**src/rtl/load_store_unit_pkg.sv**
```systemverilog
// Shared types for the load/store unit: bus widths, access sizes and controller states.
package load_store_unit_pkg;

  typedef logic [31:0] t_address;
  typedef logic [31:0] t_data;

  typedef enum logic [1:0] {
    MEM_BYTE = 2'b00,
    MEM_HALF = 2'b01,
    MEM_WORD = 2'b10
  } t_mem_size;

  typedef enum logic [1:0] {
    ST_IDLE,
    ST_ACCESS0,
    ST_ACCESS1,
    ST_DONE
  } t_lsu_state;

  // Encoding 2'b11 has no enum member and is folded onto a word access.
  function automatic t_mem_size decode_size(input logic [1:0] i_size);
    case (i_size)
      2'b00:   decode_size = MEM_BYTE;
      2'b01:   decode_size = MEM_HALF;
      default: decode_size = MEM_WORD;
    endcase
  endfunction

endpackage

```
**src/rtl/load_store_unit_if.sv**
```systemverilog
// Core request/response and memory data port signals of the load/store unit.
interface load_store_unit_if;
  import load_store_unit_pkg::*;

  logic       i_req_valid;
  logic       o_req_ready;
  logic       i_req_write;
  logic [1:0] i_req_size;
  logic       i_req_unsigned;
  t_address   i_req_address;
  t_data      i_req_wdata;
  logic       o_resp_valid;
  t_data      o_resp_rdata;
  t_address   o_mem_address;
  t_data      o_mem_wdata;
  logic [3:0] o_mem_write_mask;
  logic       o_mem_write_enable;
  t_data      i_mem_rdata;

  modport slave (
    input  i_req_valid, i_req_write, i_req_size, i_req_unsigned,
    input  i_req_address, i_req_wdata, i_mem_rdata,
    output o_req_ready, o_resp_valid, o_resp_rdata,
    output o_mem_address, o_mem_wdata, o_mem_write_mask, o_mem_write_enable
  );

  modport master (
    output i_req_valid, i_req_write, i_req_size, i_req_unsigned,
    output i_req_address, i_req_wdata, i_mem_rdata,
    input  o_req_ready, o_resp_valid, o_resp_rdata,
    input  o_mem_address, o_mem_wdata, o_mem_write_mask, o_mem_write_enable
  );

endinterface

```
**src/rtl/load_store_unit_align.sv**
```systemverilog
// Combinational lane arithmetic: store lane placement across two words and load
// extraction/extension from the two-word read buffer.
module load_store_unit_align
  import load_store_unit_pkg::*;
(
  input  logic [1:0]  i_off,
  input  t_mem_size   i_size,
  input  t_data       i_wdata,
  input  logic [63:0] i_buf64,
  input  logic        i_unsigned,
  output logic [7:0]  o_lanes,
  output logic        o_split,
  output logic [63:0] o_wdata64,
  output t_data       o_rdata
);

  logic [2:0]  w_nbytes;
  logic [7:0]  w_base_lanes;
  logic [31:0] w_shifted;
  logic        w_sign;

  always_comb begin
    w_nbytes     = 3'd4;
    w_base_lanes = 8'h0F;
    case (i_size)
      MEM_BYTE: begin w_nbytes = 3'd1; w_base_lanes = 8'h01; end
      MEM_HALF: begin w_nbytes = 3'd2; w_base_lanes = 8'h03; end
      default:  begin w_nbytes = 3'd4; w_base_lanes = 8'h0F; end
    endcase
  end

  assign o_lanes   = w_base_lanes << i_off;
  assign o_split   = ({1'b0, i_off} + w_nbytes) > 3'd4;
  assign o_wdata64 = {32'b0, i_wdata} << {i_off, 3'b000};

  // Only 32 bits past the byte offset can ever belong to the access.
  assign w_shifted = i_buf64[{i_off, 3'b000} +: 32];

  always_comb begin
    w_sign  = 1'b0;
    o_rdata = '0;
    case (i_size)
      MEM_BYTE: begin
        w_sign  = ~i_unsigned & w_shifted[7];
        o_rdata = {{24{w_sign}}, w_shifted[7:0]};
      end
      MEM_HALF: begin
        w_sign  = ~i_unsigned & w_shifted[15];
        o_rdata = {{16{w_sign}}, w_shifted[15:0]};
      end
      default: o_rdata = w_shifted;
    endcase
  end

endmodule

```
**src/rtl/load_store_unit.sv**
```systemverilog
// Sequences one load or store at a time onto the memory data port, splitting
// word-straddling accesses into two consecutive word accesses.
module load_store_unit
  import load_store_unit_pkg::*;
(
  input  logic               i_clk,
  input  logic               i_rst_n,
  load_store_unit_if.slave   bus
);

  t_lsu_state  r_state;
  t_lsu_state  w_next_state;
  logic        r_write;
  t_mem_size   r_size;
  logic        r_unsigned;
  t_address    r_addr;
  t_data       r_wdata;
  logic [63:0] r_buf64;

  logic        w_accept;
  logic [7:0]  w_lanes;
  logic        w_split;
  logic [63:0] w_wdata64;
  t_data       w_load_data;
  t_address    w_word_addr;

  assign w_accept    = bus.i_req_valid && (r_state == ST_IDLE);
  assign w_word_addr = {r_addr[31:2], 2'b00};

  load_store_unit_align u_align (
    .i_off      (r_addr[1:0]),
    .i_size     (r_size),
    .i_wdata    (r_wdata),
    .i_buf64    (r_buf64),
    .i_unsigned (r_unsigned),
    .o_lanes    (w_lanes),
    .o_split    (w_split),
    .o_wdata64  (w_wdata64),
    .o_rdata    (w_load_data)
  );

  always_ff @(posedge i_clk or negedge i_rst_n) begin
    if (!i_rst_n) r_state <= ST_IDLE;
    else          r_state <= w_next_state;
  end

  always_comb begin
    w_next_state = r_state;
    case (r_state)
      ST_IDLE:    if (w_accept) w_next_state = ST_ACCESS0;
      ST_ACCESS0: w_next_state = w_split ? ST_ACCESS1 : ST_DONE;
      ST_ACCESS1: w_next_state = ST_DONE;
      ST_DONE:    w_next_state = ST_IDLE;
      default:    w_next_state = ST_IDLE;
    endcase
  end

  always_ff @(posedge i_clk or negedge i_rst_n) begin
    if (!i_rst_n) begin
      r_write    <= 1'b0;
      r_size     <= MEM_BYTE;
      r_unsigned <= 1'b0;
      r_addr     <= '0;
      r_wdata    <= '0;
      r_buf64    <= '0;
    end else begin
      if (w_accept) begin
        r_write    <= bus.i_req_write;
        r_size     <= decode_size(bus.i_req_size);
        r_unsigned <= bus.i_req_unsigned;
        r_addr     <= bus.i_req_address;
        r_wdata    <= bus.i_req_wdata;
        r_buf64    <= '0;
      end
      // Read data is sampled at the edge that ends each access cycle.
      if (r_state == ST_ACCESS0 && !r_write) r_buf64[31:0]  <= bus.i_mem_rdata;
      if (r_state == ST_ACCESS1 && !r_write) r_buf64[63:32] <= bus.i_mem_rdata;
    end
  end

  always_comb begin
    bus.o_req_ready        = 1'b0;
    bus.o_resp_valid       = 1'b0;
    bus.o_resp_rdata       = '0;
    bus.o_mem_address      = '0;
    bus.o_mem_wdata        = '0;
    bus.o_mem_write_mask   = '0;
    bus.o_mem_write_enable = 1'b0;
    case (r_state)
      ST_IDLE: bus.o_req_ready = 1'b1;
      ST_ACCESS0: begin
        bus.o_mem_address = w_word_addr;
        if (r_write) begin
          bus.o_mem_wdata        = w_wdata64[31:0];
          bus.o_mem_write_mask   = w_lanes[3:0];
          bus.o_mem_write_enable = 1'b1;
        end
      end
      ST_ACCESS1: begin
        bus.o_mem_address = w_word_addr + 32'd4;
        if (r_write) begin
          bus.o_mem_wdata        = w_wdata64[63:32];
          bus.o_mem_write_mask   = w_lanes[7:4];
          bus.o_mem_write_enable = 1'b1;
        end
      end
      ST_DONE: begin
        bus.o_resp_valid = 1'b1;
        if (!r_write) bus.o_resp_rdata = w_load_data;
      end
      default: ;
    endcase
  end

endmodule

```
**src/flat_wrapper.sv**
```systemverilog
// flat-port wrapper written by rule: the top's interface ports become plain ports
module load_store_unit_flat import load_store_unit_pkg::*;
  (i_clk, i_rst_n, bus_i_req_valid, bus_i_req_write, bus_i_req_size, bus_i_req_unsigned, bus_i_req_address, bus_i_req_wdata, bus_i_mem_rdata, bus_o_req_ready, bus_o_resp_valid, bus_o_resp_rdata, bus_o_mem_address, bus_o_mem_wdata, bus_o_mem_write_mask, bus_o_mem_write_enable);
  load_store_unit_if bus_i ();
  input  logic i_clk;
  input  logic i_rst_n;
  input wire logic [$bits(bus_i.i_req_valid)-1:0] bus_i_req_valid;
  input wire logic [$bits(bus_i.i_req_write)-1:0] bus_i_req_write;
  input wire logic [$bits(bus_i.i_req_size)-1:0] bus_i_req_size;
  input wire logic [$bits(bus_i.i_req_unsigned)-1:0] bus_i_req_unsigned;
  input wire logic [$bits(bus_i.i_req_address)-1:0] bus_i_req_address;
  input wire logic [$bits(bus_i.i_req_wdata)-1:0] bus_i_req_wdata;
  input wire logic [$bits(bus_i.i_mem_rdata)-1:0] bus_i_mem_rdata;
  output wire logic [$bits(bus_i.o_req_ready)-1:0] bus_o_req_ready;
  output wire logic [$bits(bus_i.o_resp_valid)-1:0] bus_o_resp_valid;
  output wire logic [$bits(bus_i.o_resp_rdata)-1:0] bus_o_resp_rdata;
  output wire logic [$bits(bus_i.o_mem_address)-1:0] bus_o_mem_address;
  output wire logic [$bits(bus_i.o_mem_wdata)-1:0] bus_o_mem_wdata;
  output wire logic [$bits(bus_i.o_mem_write_mask)-1:0] bus_o_mem_write_mask;
  output wire logic [$bits(bus_i.o_mem_write_enable)-1:0] bus_o_mem_write_enable;
  assign bus_i.i_req_valid = bus_i_req_valid;
  assign bus_i.i_req_write = bus_i_req_write;
  assign bus_i.i_req_size = bus_i_req_size;
  assign bus_i.i_req_unsigned = bus_i_req_unsigned;
  assign bus_i.i_req_address = bus_i_req_address;
  assign bus_i.i_req_wdata = bus_i_req_wdata;
  assign bus_i.i_mem_rdata = bus_i_mem_rdata;
  assign bus_o_req_ready = bus_i.o_req_ready;
  assign bus_o_resp_valid = bus_i.o_resp_valid;
  assign bus_o_resp_rdata = bus_i.o_resp_rdata;
  assign bus_o_mem_address = bus_i.o_mem_address;
  assign bus_o_mem_wdata = bus_i.o_mem_wdata;
  assign bus_o_mem_write_mask = bus_i.o_mem_write_mask;
  assign bus_o_mem_write_enable = bus_i.o_mem_write_enable;
  load_store_unit u_core (.i_clk(i_clk), .i_rst_n(i_rst_n), .bus(bus_i));
endmodule
```
**config.mk**
```make
export PLATFORM = sky130hd
export DESIGN_NAME = load_store_unit_flat
export DESIGN_NICKNAME = d
export VERILOG_FILES = /design/src/rtl/load_store_unit_pkg.sv /design/src/rtl/load_store_unit_if.sv /design/src/rtl/load_store_unit_align.sv /design/src/rtl/load_store_unit.sv /design/src/flat_wrapper.sv
export SDC_FILE = /design/constraint.sdc
export NUM_CORES = 1
export LEC_CHECK = 0
export BUFFER_PORTS_ARGS = -buffer_cell sky130_fd_sc_hd__buf_2
export CAP_MARGIN = 20
export CORE_UTILIZATION = 54
export DETAILED_ROUTE_END_ITERATION = 12
export GPL_TIMING_DRIVEN = 1
export PLACE_DENSITY = 0.86
export SETUP_SLACK_MARGIN = 0.4
export SYNTH_ARGS = -nofsm -noshare
export SYNTH_HDL_FRONTEND = slang
export SYNTH_SLANG_ARGS = --single-unit
```
**constraint.sdc**
```tcl
create_clock -name i_clk -period 2.4 [get_ports i_clk]
set_clock_uncertainty 0.05 [all_clocks]
set_input_delay 0.48 -clock i_clk [delete_from_list [all_inputs] [get_ports i_clk]]
set_output_delay 0.48 -clock i_clk [all_outputs]
set_load 0.02 [all_outputs]
```
==> results.json, run 1 <==
{
  "status": "aborted with a tool error",
  "worstEndpointGrtRepair": "bus_o_mem_address[30]",
  "numCtsBuffers": 17,
  "synth-edff-count": 0,
  "endpoint_type": "output port",
  "io_buffer_count": 203,
  "synth.avg_cell_area_um2": 10.4,
  "ys_async_sr_fraction_pct": 100,
  "error": "[ERROR DPL-0038] Utilization greater than 100%, impossible to legalize",
  "synth_warnings": 0,
  "ios": 206,
  "synth_cell_types": 57,
  "cts_root_buf": "clkbuf_16",
  "clkSinkCount": 126,
  "gp_congestion": 0.892,
  "dpl_cell_area_mm2": 0.0105,
  "fp.dieW_um": 122,
  "synth-seq-cells": 126,
  "syn_inst": 751,
  "std_cell_rows": 43,
  "initial_utilization_pct": 55.9,
  "die_height_um": 122,
  "grt_max_degree": 70,
  "synth_top_area_cell": "dfrtp_1",
  "synth_area_leaders": "dfrtp_1 (40%), mux2_2 (13%), mux4_2 (8.6%), a22o_1 (6.7%), o21ai_0 (2.9%)",
  "netlist.area_leader.share_pct": 40.3,
  "cts_buffer_depth": 2,
  "h-tree-depth": 4,
  "syn-cell-area_mm2": 0.00782,
  "synth.most_common_cell": "dfrtp_1",
  "ys.flop_type": "dfrtp_1",
  "hpwl_um": 17500,
  "yosys-top-cells-count": "dfrtp_1 (126), mux2_2 (87), a22o_1 (60), nand2_1 (56), o21ai_0 (46)",
  "lastStage": "5_1_grt",
  "ys_seq_area_share_pct": 40.3
}
## through the flow
stage	hold slack (ns)	setup TNS [ns]	setup slack, ns	std cells	util [%]
after floorplan	0.134	0	0.0599	752	-
after global placement	0.362	0	0.0180	1144	75.0
after detailed placement	0.369	-0.0677	-0.0208	1145	75.2
after CTS	0.222	-25.31	-0.459	1239	92.7
## cell families after synthesis
kind of cell / count (synthesis) / share of synthesized area (%)
AOI/OAI and AO/OA: 215 / 19.1
and+or+nand+nor: 182 / 11.7
muxes: 127 / 22.4
DFF: 126 / 40.3
buffers and inverters: 88 / 4.62
adders and majority gates: 8 / 1.38
xor gates and xnor gates: 4 / 0.448
other: 1 / 0.0480
## repair_timing
| action | 4_1_cts |
|---|---|
| hold buffers | 1 |
| buffers inserted | 56 |
| hold endpoints to repair | 22 |
| gates cloned | 5 |
| endpoints found under the setup margin | 124 |
| pin swaps | 67 |
| resized for setup | 338 |
==> run 2: changes to the inputs <==
Settings changed: CORE_UTILIZATION 54 to 40, PLACE_DENSITY 0.86 to not set, PLACE_DENSITY_LB_ADDON set to 0.15, SETUP_SLACK_MARGIN 0.4 to not set.
==> run 2 against run 1 <==
  * The flow now finishes, with violations (setup timing)
  * Synthesized area is the same
  * Synthesized cell count is the same
==> results.json, run 2 <==
{
  "clk_pin_slew_ns": 0.06,
  "first_pass_iters": 5,
  "antenna_found_initial": 3,
  "largest_register_ffs": 56,
  "cts_buffer_depth": 2,
  "hpwl_um": 16600,
  "sw_frac_of_total_pct": 42.5,
  "comb_power_share_pct": 64.2,
  "netlist.area_leader.share_pct": 40.3,
  "ys_seq_area_share_pct": 40.3,
  "grt_pass1_vias": 7417,
  "syn-cell-area_mm2": 0.00782,
  "p_per_area_mw_per_mm2": 1570,
  "p_sw_mw": 8.42,
  "drc": 0,
  "fin_util_pct": 66.4,
  "synth_area_leaders": "dfrtp_1 (40%), mux2_2 (13%), mux4_2 (8.6%), a22o_1 (6.7%), o21ai_0 (2.9%)",
  "startpoint_type": "register",
  "setup_violations": 97,
  "fp.dieW_um": 142,
  "maxCapViolCount": 0,
  "cts_root_buf": "clkbuf_16",
  "synthToLayoutAreaGrowth_pct": 60.9,
  "nFillCells": 1429,
  "power_frac_seq_pct": 21.7,
  "grt-ovfl-total": 0,
  "most-common-layout-cells": "buf_4 (135), dfrtp_1 (122), buf_2 (114), buf_6 (80), mux2_2 (76)",
  "synth-seq-cells": 126,
  "crit_path_end_kind": "primary output",
  "grt_usage_pct": 26.5,
  "top_register": "u_core.r_buf64",
  "clk_latency_ns": 0.42,
  "h-tree-depth": 4,
  "post_drt_wl_per_cell_um": 20.3,
  "nNetsFinal": 1171,
  "hp-class": "primary input to register",
  "cts_tree": "built",
  "hold_viol_final": 0,
  "drive_above_1_share_pct": 63.5,
  "fin_crit_sh_pct": 119,
  "vias": 7689,
  "synth_warnings": 0,
  "synth.avg_cell_area_um2": 10.4,
  "syn_inst": 751,
  "ys_async_sr_fraction_pct": 100,
  "ys.flop_type": "dfrtp_1",
  "numCtsBuffers": 17,
  "synth_cell_types": 57,
  "clkPwrFrac_pct": 14.1,
  "cp_max_fo": 6,
  "synth_top_area_cell": "dfrtp_1",
  "worstPathArrival_ns": 2.32,
  "wirelength_um": 27100,
  "synth-edff-count": 0,
  "grt_pass1_wl_um": 40800,
  "violations": "setup timing",
  "gp_congestion": 0.852,
  "io_buffer_count": 203,
  "core-area_mm2": 0.0190,
  "reg_top3": "u_core.r_buf64: 56 flops, u_core.r_addr: 32 flops, u_core.r_wdata: 32 flops",
  "dieArea_mm2": 0.0201,
  "grt_max_degree": 57,
  "ant_nets": 0,
  "die_height_um": 142,
  "final_common_cell": "buf_4",
  "clock.fmax_ghz": 0.351,
  "worst_slack_ns": -0.448,
  "rsz0062_at_grt": "true",
  "clkSinkCount": 126,
  "vias_per_cell": 5.76,
  "required_ns": 1.87,
  "pre_cts_ws_ns": -0.0258,
  "min_path_cells": 2,
  "p_leak_nw": 5.54,
  "synth.most_common_cell": "dfrtp_1",
  "min_period_ns": 2.85,
  "timing.hold.ws_ns": 0.226,
  "status": "finished with violations",
  "ir_worst_vdd_uv": 840,
  "power_mw": 19.8,
  "drt_iter0_markers": 483,
  "yosys-top-cells-count": "dfrtp_1 (126), mux2_2 (87), a22o_1 (60), nand2_1 (56), o21ai_0 (46)",
  "critPathKind": "register to primary output",
  "initial_utilization_pct": 41.3,
  "std_cell_rows": 50,
  "ios": 206,
  "r2r.worst_path.cells": 11,
  "p_int_mw": 11.4,
  "drv_slew": 0
}
## run 2: cell counts after synthesis
No cell type changed its count.
## run 2: cell type report
| type | instances | area, µm² | area share, % |
|---|---|---|---|
| antenna | 2 | 5.00 | 0.0398 |
| clock buffer | 18 | 439 | 3.49 |
| clock inverter | 13 | 189 | 1.50 |
| inverter | 25 | 114 | 0.905 |
| multi-input combinational | 538 | 5400 | 42.9 |
| sequential | 126 | 3160 | 25.1 |
| tap | 260 | 325 | 2.59 |
| timing repair buffer | 352 | 2950 | 23.5 |
## run 2: power by group through the flow
stage	clock, mW	combinational [mW]	sequential [mW]
2_1_floorplan	0	6.16	3.87
3_3_place_gp	0	8.90	4.17
3_5_place_dp	0	8.94	4.18
4_1_cts	2.83	11.1	4.18
5_1_grt	2.95	13.5	4.41
6_report	2.79	12.7	4.30
## run 2: kinds of logic (layout without fill, tap and decap cells)
group	after synthesis	in the layout	synth area share, %
adder cells (fa/ha/maj)	8	8	1.38
AO/OA/AOI/OAI	215	215	19.1
flip-flops	126	126	40.3
AND/OR/NAND/NOR	182	182	11.7
other	1	4	0.0480
multiplexers	127	127	22.4
XOR/XNOR	4	4	0.448
buffers and inverters	88	408	4.62
## run 2: per-layer routing
layer  part of all wire (%)  track usage (%)  vias up
met4                    1.4             8.15        4
met2                     49             42.3      322
met1                     42             35.7     3883
met3                    6.7             6.07       38
li1                       -                -     3442
met5                   0.11                0        -
## run 2: critical path, cell delays in order (launching register included)
cell	delay [ns]
dfrtp_1	0.41
ha_2	0.21
nand4_1	0.13
nor3_2	0.22
buf_6	0.17
buf_4	0.12
nand3_4	0.09
o311ai_4	0.24
o41ai_2	0.13
buf_2	0.18
## run 2: repair_timing
action / 4_1_cts / 5_1_grt
setup endpoints to repair: 95 / 98
gates resized for setup: 249 / 189
hold buffers: 1 / 0
cloned: 4 / 2
hold endpoints to repair: 24 / 0
setup buffers: 36 / 23
pin swaps: 64 / 64
## run 2: final timing paths
| path | startpoint | endpoint | slack [ns] |
|---|---|---|---|
| max | u_core.r_addr[2] | bus_o_mem_address[30] | -0.45 |
| min | bus_i_mem_rdata[29] | u_core.r_buf64[29] | 0.23 |
| max reg2reg | u_core.r_addr[0] | u_core.r_state[0] | 0.14 |
| min reg2reg | u_core.r_buf64[48] | u_core.r_buf64[48] | 0.45 |
| max in group asynchronous | i_rst_n | u_core.r_addr[17] | 1.17 |
| min in group asynchronous | i_rst_n | u_core.r_buf64[5] | 0.48 |
## run 2: stage by stage
step                      TNS (ns)  std cells  instance area [µm²]
after floorplan              -1.44        752                 7920
after global placement     -0.0197       1239                 9760
after detailed placement    -0.155       1239                 9760
after CTS                   -23.89       1309                11700
after global routing        -36.27       1333                12600
final                       -29.49       1334                12600
(Power assumes the default switching activity.)
==> run 3: changes to the inputs <==
Settings changed: BUFFER_PORTS_ARGS -buffer_cell sky130_fd_sc_hd__buf_2 to not set, DONT_BUFFER_PORTS set to 1, SYNTH_HIERARCHICAL set to 1.
==> run 3 against run 2 <==
  * The run ends with hold timing, setup timing left
  * Largest cell class unchanged
  * Worst setup slack better by 0.22 ns
  * Largest power group unchanged
  * Global-route usage about the same
  * Critical path depth down 2
  * Total power is 4.6% higher
  * Critical path type unchanged
==> results.json, run 3 <==
{
  "ir_worst_vdd_uv": 674,
  "drc": 0,
  "clk_pin_slew_ns": 0.07,
  "syn-cell-area_mm2": 0.00847,
  "dp_cells": 1137,
  "status": "finished with violations",
  "syn_inst": 849,
  "crit_start": "u_core/r_addr[2]",
  "pre_cts_ws_ns": -0.0319,
  "dieArea_mm2": 0.0218,
  "final_common_cell": "dfrtp_1",
  "critPathKind": "register to primary output",
  "cp_max_fo": 6,
  "r2r.worst_path.cells": 10,
  "worst_slack_ns": -0.232,
  "io_buffer_count": 0,
  "setup_violations": 89,
  "wirelength_um": 29800,
  "hpwl_um": 17400,
  "grt_pass1_vias": 7808,
  "grt_pass1_wl_um": 44600,
  "ios": 206,
  "top_layer": "met5",
  "drive_above_1_share_pct": 52.7,
  "startpoint_type": "register",
  "clk_latency_ns": 0.41,
  "r2r-start": "u_core/r_addr[1]",
  "antenna_found_initial": 3,
  "nFillCells": 1643,
  "required_ns": 1.87,
  "p_sw_mw": 9.12,
  "drv_slew": 0,
  "die_height_um": 148,
  "p_int_mw": 11.6,
  "p_leak_nw": 5.17,
  "fin_crit_sh_pct": 110,
  "post_drt_wl_per_cell_um": 23.7,
  "hold_viol_final": 126,
  "cts_root_buf": "clkbuf_16",
  "clock.fmax_ghz": 0.380,
  "numCtsBuffers": 17,
  "core-area_mm2": 0.0205,
  "worstPathArrival_ns": 2.10,
  "routed-wl-met3_um": 2100,
  "vias": 7780,
  "power_frac_seq_pct": 21.9,
  "h-tree-depth": 4,
  "p_per_area_mw_per_mm2": 1700,
  "worst_r2r_endpoint": "u_core/r_state[0]",
  "max_slew_margin_pct": 64.1,
  "slowest_delay_ns": 0.40,
  "path_cells": "ha_4, nand3_4, buf_6, nor3_4, buf_6, a21oi_1, o31a_1",
  "synth_warnings": 6,
  "grt_max_degree": 127,
  "top_register": "u_core/r_buf64",
  "vias_per_cell": 6.19,
  "crit_top_cell": "buf_6",
  "nNetsFinal": 1085,
  "violations": "hold timing, setup timing",
  "grt_usage_pct": 26.5,
  "ant_nets": 0,
  "rsz0062_at_grt": "true",
  "reg_top3": "u_core/r_buf64: 56 flops, u_core/r_addr: 32 flops, u_core/r_wdata: 32 flops",
  "synth.avg_cell_area_um2": 9.98,
  "fin_util_pct": 59.5,
  "most-common-layout-cells": "dfrtp_1 (116), buf_4 (97), mux2_2 (70), a22o_1 (64), nor2_1 (63)",
  "maxCapViolCount": 0,
  "routed-wl-met2_um": 14800,
  "clkPwrFrac_pct": 12.2,
  "synthToLayoutAreaGrowth_pct": 43.9,
  "r2r_slack_ns": 0.28,
  "largest_register_ffs": 56,
  "hp-class": "primary input to async pin",
  "grt-ovfl-total": 0,
  "endpoint": "bus_o_mem_address[14]",
  "cts_buffer_depth": 2,
  "instances_no_fill": 1257,
  "antenna_cells": 0,
  "fp.dieW_um": 148,
  "crit_path_end_kind": "primary output",
  "drt_iter0_markers": 530,
  "clkSinkCount": 126,
  "comb_power_share_pct": 65.9,
  "crit_path_top_delay_cell": "dfrtp_1",
  "cts_tree": "built",
  "wl_met1_um": 12400,
  "initial_utilization_pct": 41.3,
  "timing.hold.ws_ns": -0.299,
  "sw_frac_of_total_pct": 44.0,
  "std_cell_rows": 52,
  "first_pass_iters": 5,
  "gp_congestion": 0.906,
  "min_period_ns": 2.63,
  "worst_slew_pin_slew_ns": 0.539
}
## run 3: changes by cell type in the layout (fill, tap and decap cells not counted), moves of 10 or more
cell     before  now
nand3_1      13    3
a22oi_1       1   24
inv_1        19    5
and2_1        1   15
and3_1        3   13
buf_4       135   97
mux2i_1       6   16
buf_2       114    1
nor2_1       21   63
buf_6        80   42
a21oi_2      26   11
nor2b_1      12    1
and2_4        5   34
## run 3: power groups by stage
stage	combinational [mW]	sequential, mW	clock (mW)
floorplan	6.72	3.94	0
global placement	8.75	4.31	0
detailed placement	8.95	4.40	0
CTS	12.0	4.40	2.57
global route	14.4	4.67	2.67
finish	13.6	4.55	2.53
## run 3: cell type report
type | count | area, µm² | share of cell area, %
Multi-Input combinational cell | 633 | 5920 | 48.5
Sequential cell | 126 | 3170 | 26.0
Timing Repair Buffer | 185 | 2150 | 17.7
Clock buffer | 17 | 425 | 3.49
Tap cell | 270 | 338 | 2.77
Clock inverter | 15 | 140 | 1.15
Inverter | 11 | 47.5 | 0.390
## run 3: worst min path at each step
stage               startpoint                 end  cells after the start
floorplan              i_rst_n    u_core/r_addr[0]                      0
global placement       i_rst_n   u_core/r_buf64[9]                      0
detailed placement     i_rst_n   u_core/r_buf64[9]                      0
CTS                    i_rst_n   u_core/r_buf64[5]                      0
global route           i_rst_n  u_core/r_buf64[25]                      0
finish                 i_rst_n  u_core/r_buf64[25]                      0
## run 3: metal layers
| metal | vias to the layer above | GRT usage, % |
|---|---|---|
| li1 | 3394 | - |
| met1 | 3985 | 34.6 |
| met2 | 349 | 42.3 |
| met3 | 50 | 7.47 |
| met4 | 2 | 8.92 |
| met5 | - | 0 |
## run 3: timing repair
| item | 4_1_cts | 5_1_grt |
|---|---|---|
| cloned | 17 | 5 |
| gates resized for setup | 242 | 151 |
| setup buffers | 50 | 21 |
| endpoints found under the hold margin | 126 | 126 |
| setup endpoints to repair | 99 | 98 |
| pin swaps | 65 | 66 |
## run 3: worst max-delay path, delay by kind of cell (launching register included)
family / cells / cell delay (ns)
AO/OA/AOI/OAI: 2 / 0.47
flip-flops: 1 / 0.40
AND/OR/NAND/NOR: 2 / 0.33
buffers and inverters: 2 / 0.31
adder cells (fa/ha/maj): 1 / 0.17
## run 3: through the flow
step | power (mW) | instance area [µm²] | TNS (ns)
after floorplan | 10.7 | 8530 | -0.0252
after global placement | 13.1 | 9290 | 0
after detailed placement | 13.4 | 9290 | -0.0987
after CTS | 19.0 | 11400 | -12.81
after global routing | 21.7 | 12200 | -20.07
final | 20.7 | 12200 | -12.41
==> run 4: changes to the inputs <==
Settings changed: CORE_MARGIN set to 5.
==> run 4 against run 3 <==
  * The flow still finishes with violations (hold timing, setup timing)
  * Via count hardly changed
  * Clock power is 9.5% higher
  * Sequential share of layout area is 0.70 points lower
  * Largest power group unchanged
  * Highest routed layer unchanged
==> results.json, run 4 (synthesis gave the netlist of run 3 again) <==
{
  "numCtsBuffers": 17,
  "ir_worst_vdd_uv": 741,
  "top_register": "u_core/r_buf64",
  "crit_path_end_kind": "primary output",
  "drt_iter0_markers": 530,
  "gr-max-usage-layer": "met2",
  "violations": "hold timing, setup timing",
  "fin_util_pct": 59.9,
  "crit_start": "u_core/r_addr[1]",
  "vias": 7779,
  "p_sw_mw": 9.33,
  "worstPathArrival_ns": 2.13,
  "cts_buffer_depth": 2,
  "final_common_cell": "dfrtp_1",
  "cp_max_fo": 6,
  "p_leak_nw": 5.26,
  "gp_congestion": 0.836,
  "reg_top3": "u_core/r_buf64: 56 flops, u_core/r_addr: 32 flops, u_core/r_wdata: 32 flops",
  "ios": 206,
  "most-common-layout-cells": "dfrtp_1 (113), buf_4 (92), mux2_2 (73), a22o_1 (64), buf_6 (53)",
  "required_ns": 1.87,
  "timing.hold.ws_ns": -0.300,
  "vias_per_cell": 6.11,
  "power_frac_seq_pct": 20.8,
  "grt_use_met3_pct": 7.73,
  "grt_max_degree": 127,
  "drc": 0,
  "drive_above_1_share_pct": 56.9,
  "grt_pass1_wl_um": 45100,
  "p_per_area_mw_per_mm2": 1730,
  "clkPwrFrac_pct": 12.8,
  "antenna_found_initial": 4,
  "sw_frac_of_total_pct": 43.1,
  "worst_r2r_endpoint": "u_core/r_state[0]",
  "wirelength_um": 30100,
  "std_cell_rows": 53,
  "largest_register_ffs": 56,
  "worst_slew_pin_slew_ns": 0.606,
  "startpoint_type": "register",
  "hp-class": "primary input to async pin",
  "ant_nets": 0,
  "max_slew_margin_pct": 59.6,
  "hpwl_um": 17800,
  "worst_slack_ns": -0.255,
  "synthToLayoutAreaGrowth_pct": 48.1,
  "dieArea_mm2": 0.0242,
  "r2r-start": "u_core/r_addr[1]",
  "status": "finished with violations",
  "clk_pin_slew_ns": 0.06,
  "clk_latency_ns": 0.42,
  "gr-usage-met2_pct": 38.9,
  "tns_ns": -13.76,
  "hold_viol_final": 126,
  "core-area_mm2": 0.0210,
  "instances_no_fill": 1273,
  "grt-ovfl-total": 0,
  "cts_tree": "built",
  "nNetsFinal": 1094,
  "clock.fmax_ghz": 0.377,
  "die_height_um": 156,
  "maxCapViolCount": 0,
  "grt_pass1_vias": 7983,
  "setup_violations": 95,
  "fp.dieW_um": 156,
  "critPathKind": "register to primary output",
  "dp_cells": 1149,
  "rsz0062_at_grt": "true",
  "io_buffer_count": 0,
  "p_int_mw": 12.3,
  "drv_slew": 0,
  "initial_utilization_pct": 40.4,
  "first_pass_iters": 7,
  "r2r_slack_ns": 0.21,
  "endpoint": "bus_o_mem_wdata[31]",
  "r2r.worst_path.cells": 11,
  "cts_root_buf": "clkbuf_16",
  "comb_power_share_pct": 66.4,
  "clkSinkCount": 126,
  "met1_usage_pct": 29.6,
  "post_drt_wl_per_cell_um": 23.6,
  "grt_usage_pct": 23.3,
  "fin_crit_sh_pct": 111,
  "min_period_ns": 2.66,
  "h-tree-depth": 4
}
[run 4: layout make-up]
cell class              count  area (µm²)
clock inverters            14         180
multi-input cells         633        6050
fillers                  1677        8410
well taps                 275         344
repair buffers            194        2300
flip-flops and latches    126        3170
diodes                      2        5.00
inverters                  11        47.5
clock buffers              18         439
[run 4: routing by layer]
layer	vias up	share of wire [%]
met2	321	50
met1	3990	40
met3	50	7.5
met5	-	0.070
li1	3414	-
met4	4	1.8
[run 4: worst max-delay path: stages, from the launching register on]
cell and delay [ns]:
dfrtp_4 0.51, buf_12 0.15, buf_6 0.13, mux2_4 0.32
nor2_4 0.11, a21oi_2 0.04, a22oi_1 0.20, nor2_1 0.09
buf_4 0.16
[run 4: how the worst min path moves through the flow]
stage	from	endpoint	slack, ns
floorplan	i_rst_n	u_core/r_addr[0]	0.13
global placement	i_rst_n	u_core/r_buf64[2]	0.14
detailed placement	i_rst_n	u_core/r_buf64[2]	0.14
CTS	i_rst_n	u_core/r_buf64[26]	-0.31
global route	i_rst_n	u_core/r_buf64[50]	-0.33
finish	i_rst_n	u_core/r_buf64[50]	-0.30
[run 4: what timing repair did]
item | 4_1_cts | 5_1_grt
gates cloned | 13 | 8
hold endpoints to repair | 126 | 126
endpoints found under the setup margin | 94 | 98
pin swaps | 67 | 60
gates resized for setup | 280 | 170
buffers inserted | 49 | 26
[run 4: metrics by stage]
step                      cell area, µm²  total power, mW  hold WS, ns  worst slack [ns]
after floorplan                     8530             10.7        0.134           -0.0252
after global placement              9350             13.2        0.142            0.0155
after detailed placement            9350             13.4        0.143          -0.00223
after CTS                          11600             19.6       -0.311            -0.296
after global routing               12500             22.7       -0.332            -0.333
final                              12500             21.6       -0.300            -0.255
[run 4: power groups by stage]
| stage | clock (mW) | combinational (mW) | sequential (mW) |
|---|---|---|---|
| after floorplan | 0 | 6.72 | 3.94 |
| after global placement | 0 | 8.84 | 4.32 |
| after detailed placement | 0 | 9.04 | 4.40 |
| after CTS | 2.81 | 12.4 | 4.43 |
| after global routing | 2.93 | 15.2 | 4.65 |
| final | 2.77 | 14.4 | 4.51 |
